### config.mk
export PLATFORM = sky130hd
export DESIGN_NAME = bram_write_buffer
export DESIGN_NICKNAME = d
export VERILOG_FILES = /design/src/rtl/bram_write_buffer_pkg.sv /design/src/rtl/wbuf_addr_match.sv /design/src/rtl/bram_write_buffer.sv
export SDC_FILE = /design/constraint.sdc
export NUM_CORES = 1
export LEC_CHECK = 0
export CORE_MARGIN = 2
export CORE_UTILIZATION = 42
export CTS_CLUSTER_SIZE = 28
export DETAILED_ROUTE_END_ITERATION = 8
export PLACE_DENSITY = 0.66
export SYNTH_ARGS = -nofsm -noshare
export SYNTH_HDL_FRONTEND = slang
export SYNTH_HIERARCHICAL = 1
export SYNTH_SLANG_ARGS = --single-unit
### constraint.sdc
create_clock -name clk -period 5.58 [get_ports clk]
set_input_delay 1.116 -clock clk [delete_from_list [all_inputs] [get_ports clk]]
set_output_delay 1.116 -clock clk [all_outputs]
set_load 0.01 [all_outputs]
### src/rtl/bram_write_buffer_pkg.sv
// Shared types and helpers for the BRAM write buffer: entry layout and byte-lane merge.
package bram_write_buffer_pkg;

  localparam int LEN_DATA = 32;
  localparam int LEN_ADDR = 8;
  localparam int BYTES    = LEN_DATA / 8;

  typedef struct packed {
    logic [LEN_ADDR-1:0] addr;
    logic [LEN_DATA-1:0] data;
    logic [BYTES-1:0]    strb;
  } wbuf_entry_t;

  function automatic logic [LEN_DATA-1:0] byte_merge(input logic [LEN_DATA-1:0] old_data,
                                                     input logic [LEN_DATA-1:0] new_data,
                                                     input logic [BYTES-1:0]    strb);
    logic [LEN_DATA-1:0] res;
    res = old_data;
    for (int b = 0; b < BYTES; b++) begin
      if (strb[b]) res[b*8 +: 8] = new_data[b*8 +: 8];
    end
    return res;
  endfunction

endpackage

### src/rtl/wbuf_addr_match.sv
// Combinational probe of all queued entries: hit when any valid entry holds the probe address.
module wbuf_addr_match #(
  parameter int DEPTH    = 4,
  parameter int LEN_ADDR = 8
) (
  input  logic [DEPTH-1:0][LEN_ADDR-1:0] addrs,
  input  logic [DEPTH-1:0]               valid,
  input  logic [LEN_ADDR-1:0]            probe,
  output logic                           hit
);

  always_comb begin
    hit = 1'b0;
    for (int i = 0; i < DEPTH; i++) begin
      if (valid[i] && (addrs[i] == probe)) hit = 1'b1;
    end
  end

endmodule

### src/rtl/bram_write_buffer.sv
// Store queue in front of a byte-write dual-port BRAM: merges same-address stores,
// drains one entry per enabled cycle to port A and holds off port-B reads that would see stale data.
module bram_write_buffer #(
  parameter int LEN_DATA = 32,
  parameter int LEN_ADDR = 8,
  parameter int DEPTH    = 4
) (
  input  logic                       clk,
  input  logic                       resetn,
  input  logic                       wr_valid,
  output logic                       wr_ready,
  input  logic [LEN_ADDR-1:0]        wr_addr,
  input  logic [LEN_DATA-1:0]        wr_data,
  input  logic [LEN_DATA/8-1:0]      wr_strb,
  input  logic                       drain_en,
  input  logic                       rd_valid,
  output logic                       rd_ready,
  input  logic [LEN_ADDR-1:0]        rd_addr,
  output logic                       rd_rvalid,
  output logic [LEN_DATA-1:0]        rd_rdata,
  output logic                       bram_ena,
  output logic [LEN_DATA/8-1:0]      bram_wea,
  output logic [LEN_ADDR-1:0]        bram_addra,
  output logic [LEN_DATA-1:0]        bram_dina,
  output logic                       bram_enb,
  output logic [LEN_ADDR-1:0]        bram_addrb,
  input  logic [LEN_DATA-1:0]        bram_doutb,
  output logic [$clog2(DEPTH):0]     count
);
  import bram_write_buffer_pkg::*;

  localparam int PW = $clog2(DEPTH);
  localparam int CW = PW + 1;

  wbuf_entry_t                     mem [DEPTH];
  logic [DEPTH-1:0]                valid;
  logic [PW-1:0]                   head;
  logic [PW-1:0]                   tail;
  logic [PW-1:0]                   last;
  logic [DEPTH-1:0][LEN_ADDR-1:0]  addrs;
  logic                            pop;
  logic                            merge_hit;
  logic                            wr_fire;
  logic                            do_merge;
  logic                            do_push;
  logic                            rd_hit;

  assign last = tail - 1'b1;
  assign pop  = (count != '0) && drain_en;

  // The newest entry is only the popping one when it is the sole entry.
  assign merge_hit = (count != '0) && (wr_addr == mem[last].addr) &&
                     !((count == CW'(1)) && drain_en);

  assign wr_ready = (count < CW'(DEPTH)) || merge_hit || ((count == CW'(DEPTH)) && pop);
  assign wr_fire  = wr_valid && wr_ready;
  assign do_merge = wr_fire && (|wr_strb) && merge_hit;
  assign do_push  = wr_fire && (|wr_strb) && !merge_hit;

  assign bram_ena   = pop;
  assign bram_wea   = pop ? mem[head].strb : '0;
  assign bram_addra = mem[head].addr;
  assign bram_dina  = mem[head].data;

  always_comb begin
    for (int i = 0; i < DEPTH; i++) addrs[i] = mem[i].addr;
  end

  wbuf_addr_match #(
    .DEPTH    (DEPTH),
    .LEN_ADDR (LEN_ADDR)
  ) u_rd_match (
    .addrs (addrs),
    .valid (valid),
    .probe (rd_addr),
    .hit   (rd_hit)
  );

  // A popping entry still blocks: the BRAM returns old data on a same-edge read/write collision.
  assign rd_ready   = !(rd_hit || (wr_fire && (wr_addr == rd_addr)));
  assign bram_enb   = rd_valid && rd_ready;
  assign bram_addrb = rd_addr;
  assign rd_rdata   = bram_doutb;

  always_ff @(posedge clk or negedge resetn) begin
    if (!resetn) begin
      head      <= '0;
      tail      <= '0;
      count     <= '0;
      valid     <= '0;
      rd_rvalid <= 1'b0;
    end else begin
      if (pop) begin
        head        <= head + 1'b1;
        valid[head] <= 1'b0;
      end
      // At full with a pop, tail equals head; the later set must win.
      if (do_push) begin
        tail        <= tail + 1'b1;
        valid[tail] <= 1'b1;
      end
      count     <= count + CW'(do_push) - CW'(pop);
      rd_rvalid <= bram_enb;
    end
  end

  always_ff @(posedge clk) begin
    if (do_push) begin
      mem[tail] <= '{addr: wr_addr, data: wr_data, strb: wr_strb};
    end else if (do_merge) begin
      mem[last].data <= byte_merge(mem[last].data, wr_data, wr_strb);
      mem[last].strb <= mem[last].strb | wr_strb;
    end
  end

endmodule

==> metrics.txt, run 1 <==
slew margin rel.=35.1%; Area contributors post-synth=edfxtp_1 (53%), mux4_2 (16%), mux2_4 (4.9%); violation count after the first detailed-route iteration=between 300 and 400; Combinational Power Share=between 40% and 50%; CP Capture Point=bram_enb; Post-synth EDFFs=around 180; Setup Fix Bufs, Post-CTS=0; cts bufs inserted=17; synthesized cell area=slightly below 10,000 sq um; Reg2Reg Capture Point=count[2]$_DFF_PN0_; worst skew pair latency=~0.44 ns; GR Util met1=23.9%; internal power=~3.8 mW; Post-DP Area=between 10,000 and 15,000 sq um; Clock Sinks=about 190; first-pass GRT wire length=34.3 mm; H-Tree Depth=4; setup tns final=0 ns; Worst-path clk slew=~0.070 ns; Final min period=approximately 5.3 ns; fin crit share=between 90 and 100%; slowest stage delay, CP=0.64 ns; commonest register cell after synthesis=edfxtp_1; worst path buffer plus inverter count=2; number of routed nets with antenna violations=0; Crit path max-delay family=buffers and inverters; Worst R2R Setup Slack=about 1.0 ns; met3 usage=around 3.9%; share of cells above drive strength 1=~27%; outcome=finished clean; Layout Area Growth over Synthesis=18.6%; Setup Skew=0.0123 ns; critical path class=register to output pin; initial antenna violation count=0; Final Net Count=between 700 and 800; sequential power share=36.5%; sequential area share after synthesis=56.5%; final core utilization=approximately half; Vias=between 5,000 and 6,000; # IOs=approximately 180; vias in the first global route=slightly below 6,000; Lkg Pwr=around 4 nW; Avg Cell Area, Syn=17.9 sq um; commonest cells in the netlist=edfxtp_1 (176), mux4_2 (72), buf_4 (40); stages on the worst setup path=10; Post-Syn Nets=around 650; post-synth top area share=between 50% and 60%; r2r worst-path depth=14; Final setup viols=0; Initial Util=between 40% and 50%; Die X-Extent=157 um; Switch Pwr=1.92 mW; cell count after synthesis=552; Die Area=24,800 sq um; grt met2 use=roughly a third; max-slew violation count=0; crit-path max FO=13; FILL cells=~1,900; dpl hpwl=14.9 mm; clock share of power=between 20% and 30%; Die Height=157 um; fin area=about 12,000 sq um; Compound-Gate Fraction of Synth Area=just over 2%; async set-or-reset flop fraction in the synthesized netlist=under 10%; GP Congestion=around 0.9; worst hold path type=register to register; clk root buf=clkbuf_16; via-per-instance ratio=roughly 5.7; cell with the most instances after synthesis=edfxtp_1; Yosys reg bits=approximately 190; post-synthesis simple-gate area fraction=between 4 and 5%; Worst-Margin Slew=approximately 0.97 ns; GRT Resource Usage Total=18.9%; Peak VDD IR=0.237 mV; area share of fa/ha/maj cells after synthesis=roughly 1.5%; WP data required=4.46 ns; f_max=between 150 and 200 MHz; largest family of logic cells by synthesized area=multiplexers; RSZ-0062 raised after global routing=false; Buffers on Ports=around 120; total core area=about 23,000 sq um; # diodes=0; warnings from Yosys=6; Worst setup EP type=output pin; pin count of the biggest net entering global routing=52; Sw Ratio=about a third; Max Buffers Root-to-Sink=2; Crit Reg-Reg Startpoint=tail[1]$_DFFE_PN0N_; xor and xnor area share after synthesis=about 4.4%; WL final=between 20 and 25 mm; most area-hungry cell type in the Yosys netlist=edfxtp_1; GRT busiest layer=met2; critical path's slowest cell=ha_2; CTS tree=done; Pre-antenna DRT Iters=5; worst setup path startpoint=tail[1]$_DFFE_PN0N_; post-synthesis mux area share=between 20% and 30%; Power Dens Cells=between 400 and 500 nW/um^2; critical path, cell by cell=clkinv_1, ha_2, mux4_1, xnor2_1, nand4_1, or2_2, o21ai_2, a41oi_1, and2_1, clkdlybuf4s50_1; CP Launch Type=register; WL per Instance=23.4 um; # DRC=0; Unique masters post-synth=51; CP Data Arrival Time=~4.2 ns; total congestion overflow=0; row cnt=56; Final Hold Fails=0; MaxCap Viol Count=0
-- layout make-up --
class | count | area, sq um | share of cell area, %
clock inverter | 15 | 196 | 1.68
inverter | 9 | 33.8 | 0.288
timing repair buffer | 130 | 1270 | 10.8
sequential | 188 | 5590 | 47.7
clock buffer | 17 | 425 | 3.63
multi-input combinational | 286 | 3810 | 32.5
tap | 319 | 399 | 3.40
-- power by group through the flow --
stage	clock, mW	combinational (mW)	sequential, mW
2_1_floorplan	0	1.77	1.93
3_3_place_gp	0	2.39	2.12
3_5_place_dp	0	2.42	2.14
4_1_cts	1.28	2.44	2.11
5_1_grt	1.32	2.57	2.15
6_report	1.25	2.40	2.10
-- cell families after synthesis --
group           count (synthesis)
compound gates                 26
buf+inv                        78
mux                           127
simple gates                   72
flops                         188
fa+ha+maj                      11
xor+xnor                       50
-- routing by layer --
| metal | part of all wire (%) | vias to the layer above |
|---|---|---|
| met4 | 1.6 | 0 |
| met5 | 0 | - |
| met3 | 5.4 | 27 |
| met1 | 41 | 2882 |
| li1 | - | 2369 |
| met2 | 52 | 208 |
-- worst register-to-register path: cells and delay by family, from the launching register on --
family | cells | cell delay (ns)
fa+ha+maj | 4 | 1.58
compound gates | 3 | 0.88
mux | 2 | 0.55
flops | 1 | 0.48
buf+inv | 2 | 0.36
simple gates | 1 | 0.31
xor+xnor | 2 | 0.31
-- how the worst min path moves through the flow --
stage,startpoint,end,slack [ns],depth (start not counted)
global placement,valid[3]$_DFF_PN0_,valid[3]$_DFF_PN0_,0.53,1
floorplan,valid[0]$_DFF_PN0_,valid[0]$_DFF_PN0_,0.47,1
detailed placement,valid[3]$_DFF_PN0_,valid[3]$_DFF_PN0_,0.52,1
global route,valid[3]$_DFF_PN0_,valid[3]$_DFF_PN0_,0.55,1
finish,valid[3]$_DFF_PN0_,valid[3]$_DFF_PN0_,0.54,1
CTS,valid[3]$_DFF_PN0_,valid[3]$_DFF_PN0_,0.54,1
-- cell usage in the layout, fill, tap and decap left out, drive strengths merged, types with 2 or more instances in the layout --
cell,netlist,final
edfxtp,176,176
clkdlybuf4s50,0,116
mux4,86,86
mux2,35,35
xor2,31,31
xnor2,19,19
clkbuf,16,17
buf,53,14
inv,7,14
nor3,13,13
dfrtp,12,12
nand2,11,11
and2,10,10
ha,10,10
nor2,8,8
nand4,7,7
clkinv,2,7
mux2i,6,6
nor4,5,5
o21ai,5,5
and3,4,4
a32o,4,4
or4,4,4
a21o,4,4
a41oi,4,4
nand3,3,3
or3,2,2
a31oi,2,2
bufinv,0,2
-- per-stage QoR --
| stage | setup slack [ns] | std cells | hold slack (ns) | power (mW) |
|---|---|---|---|---|
| 2_1_floorplan | 0.512 | 552 | 0.465 | 3.70 |
| 3_3_place_gp | 0.728 | 932 | 0.531 | 4.51 |
| 3_5_place_dp | 0.562 | 932 | 0.523 | 4.56 |
| 4_1_cts | 0.197 | 964 | 0.544 | 5.83 |
| 5_1_grt | 0.0224 | 964 | 0.554 | 6.04 |
| 6_report | 0.296 | 964 | 0.540 | 5.75 |
-- sequential cells by signal, summed over array words and instances, names as in the netlist --
| signal | cells |
|---|---|
| mem | 176 |
| valid | 4 |
| count | 3 |
| head | 2 |
| tail | 2 |
| rd_rvalid | 1 |
-- timing repair --
item,in CTS,in global routing
hold buffers,0,0
gates resized for setup,0,1
setup endpoints to repair,0,1
Power figures use the tool's default switching activity.
==> run 2: changes to the inputs <==
Settings changed: CORE_MARGIN 2 to default.
==> run 2 against run 1 <==
Compared with the run above:
- worst setup slack lost 0.028 ns
- non-clock buffer count shrank 1
- design area shrank 0.18%
- count of clock-buffer cells in the layout grew 1
- clock power is essentially flat
- register-to-register slack gained 0.02 ns
- critical endpoint unchanged
- largest cell class unchanged
- highest routed layer is now met5
==> metrics.txt, run 2 (synthesis gave the netlist of run 1 again) <==
vias in the first global route=6,059 (+1.8%); MaxCap Viol Count=0 (unchanged); Clock Sinks=188 (unchanged); Final min period=5.31 ns (+0.0279 ns); violation count after the first detailed-route iteration=510 (+60%); initial antenna violation count=1 (+1); Die Height=155 um (-1.3%); cts bufs inserted=17 (unchanged); via-per-instance ratio=5.73 (+0.71%); Max Buffers Root-to-Sink=2 (unchanged); clk root buf=clkbuf_16; Crit path max-delay family=buffers and inverters; CTS tree=done; share of cells above drive strength 1=26.7% (-0.54 points); total congestion overflow=0 (unchanged); WP data required=4.46 ns (about the same); worst hold margin=0.525 ns (-0.0145 ns); Initial Util=43.3% (+0.77 points); critical path's slowest cell=clkdlybuf4s50_1; most frequent cells in the layout=edfxtp_1 (176), clkdlybuf4s50_1 (116), mux4_2 (72), mux2_4 (32), xor2_1 (31); most common cell after layout, fill and taps aside=edfxtp_1; Worst R2R Setup Slack=1.06 ns (+0.02 ns); largest registers=mem: 176 flops, valid: 4 flops, count: 3 flops; worst hold path type=register to register; # diodes=0 (unchanged); Die Area=24,200 sq um (-2.5%); pin count of the biggest net entering global routing=48 (-7.7%); slowest stage delay, CP=0.48 ns (-0.16 ns); f_max=188 MHz (-0.53%); total core area=22,800 sq um (-1.8%); Layout Area Growth over Synthesis=18.4%; Final Net Count=731 (-0.14%); critical path class=register to output pin; GRT Resource Usage Total=19.8% (+0.86 points); WL per Instance=23.8 um (+1.8%); Final Hold Fails=0 (unchanged); Buffers on Ports=116 (unchanged); fin crit share=95.2% (+0.50 points); Lkg Pwr=4.00 nW (-0.30%); Power Dens Cells=494 nW/um^2 (+0.61%); worst path buffer plus inverter count=3 (+1); # IOs=181 (unchanged); critical path, cell by cell=clkinv_1, ha_4, buf_4, mux4_1, xnor2_1, nand3_1, or2_2, o21ai_2, a41oi_1, and2_1, clkdlybuf4s50_1; worst setup margin=0.268 ns (-0.0279 ns); slew margin rel.=34.8% (-0.39 points); max-slew violation count=0 (unchanged); number of routed nets with antenna violations=0 (unchanged); row cnt=55 (-1.8%); Largest Register=mem; WL final=22.8 mm (+0.91%); Vias=5,479 (-0.13%); crit-path max FO=14 (+1); Peak VDD IR=0.223 mV (-5.9%); first-pass GRT wire length=34.9 mm (+1.8%); # DRC=0 (unchanged); max FFs per register=176 (unchanged); Post-Place Setup Slack=0.554 ns (-0.00768 ns); worst skew pair latency=0.43 ns (about the same); Hold Buf Count CTS=0 (unchanged); outcome=finished clean; final core utilization=51.2% (+0.82 points); Pre-antenna DRT Iters=5 (unchanged); Worst setup EP type=output pin; Setup Skew=0.0146 ns (+0.00238 ns); Worst-Margin Slew=0.979 ns (+0.00585 ns); Final setup viols=0 (unchanged); setup tns final=0 ns (unchanged); total power=5.78 mW (+0.43%); H-Tree Depth=4 (unchanged); CP Launch Type=register; dpl hpwl=15.0 mm (+0.18%); CP Data Arrival Time=4.20 ns (+0.03 ns); Die X-Extent=155 um (-1.3%); GP Congestion=0.915 (+3.6%); FILL cells=1,879 (-0.69%); Worst-path clk slew=0.07 ns (about the same); RSZ-0062 raised after global routing=false
run 2: cell count changes in the layout (fill, tap and decap cells not counted), moves of 2 or more:
cell and delta:
bufinv_16 +2, inv_6 -3, clkinv_8 -3, clkinv_2 +3, inv_8 -2
run 2: cell type report:
cell class	instances	area [sq um]	area share, %
clock buffers	18	429	3.67
clock inverters	13	173	1.48
inverters	9	37.5	0.321
multi-input cells	286	3820	32.6
flip-flops and latches	188	5590	47.8
well taps	313	392	3.35
repair buffers	129	1260	10.8
run 2: worst paths after layout:
kind,startpoint,endpoint,cells past startpoint
max reg2reg,tail[1]$_DFFE_PN0N_,count[2]$_DFF_PN0_,15
max in group asynchronous,resetn,tail[0]$_DFFE_PN0N_,1
min in group asynchronous,resetn,head[0]$_DFFE_PN0P_,1
max,tail[1]$_DFFE_PN0N_,bram_enb,11
min,valid[1]$_DFF_PN0_,valid[1]$_DFF_PN0_,1
min reg2reg,valid[1]$_DFF_PN0_,valid[1]$_DFF_PN0_,1
run 2: stage by stage:
stage          instance area (sq um)  std cells
3_3_place_gp                   11100        925
3_5_place_dp                   11100        925
5_1_grt                        11700        956
4_1_cts                        11700        956
2_1_floorplan                   9890        552
6_report                       11700        956
run 2: power breakdown:
| part | switching [mW] | total [mW] | internal, mW | leakage, nW |
|---|---|---|---|---|
| clock network | 0.496 | 1.24 | 0.744 | 0.295 |
| registers | 0.288 | 2.10 | 1.82 | 1.74 |
| logic | 1.09 | 2.43 | 1.35 | 1.97 |
| total | 1.87 | 5.78 | 3.90 | 4.00 |
run 2: per-layer routing:
metal	wire length, um	vias to the layer above	track usage, %	share of wire (%)
met5	14	-	0	0.061
li1	-	2365	-	-
met1	9210	2852	24.6	40
met3	1360	37	4.90	6.0
met2	11800	223	33.8	52
met4	362	2	6.44	1.6
run 2: timing repair:
action                                  4_1_cts  5_1_grt
buffers inserted                              0        0
hold endpoints to repair                      0        0
endpoints found under the setup margin        0        1
resized for setup                             0        2
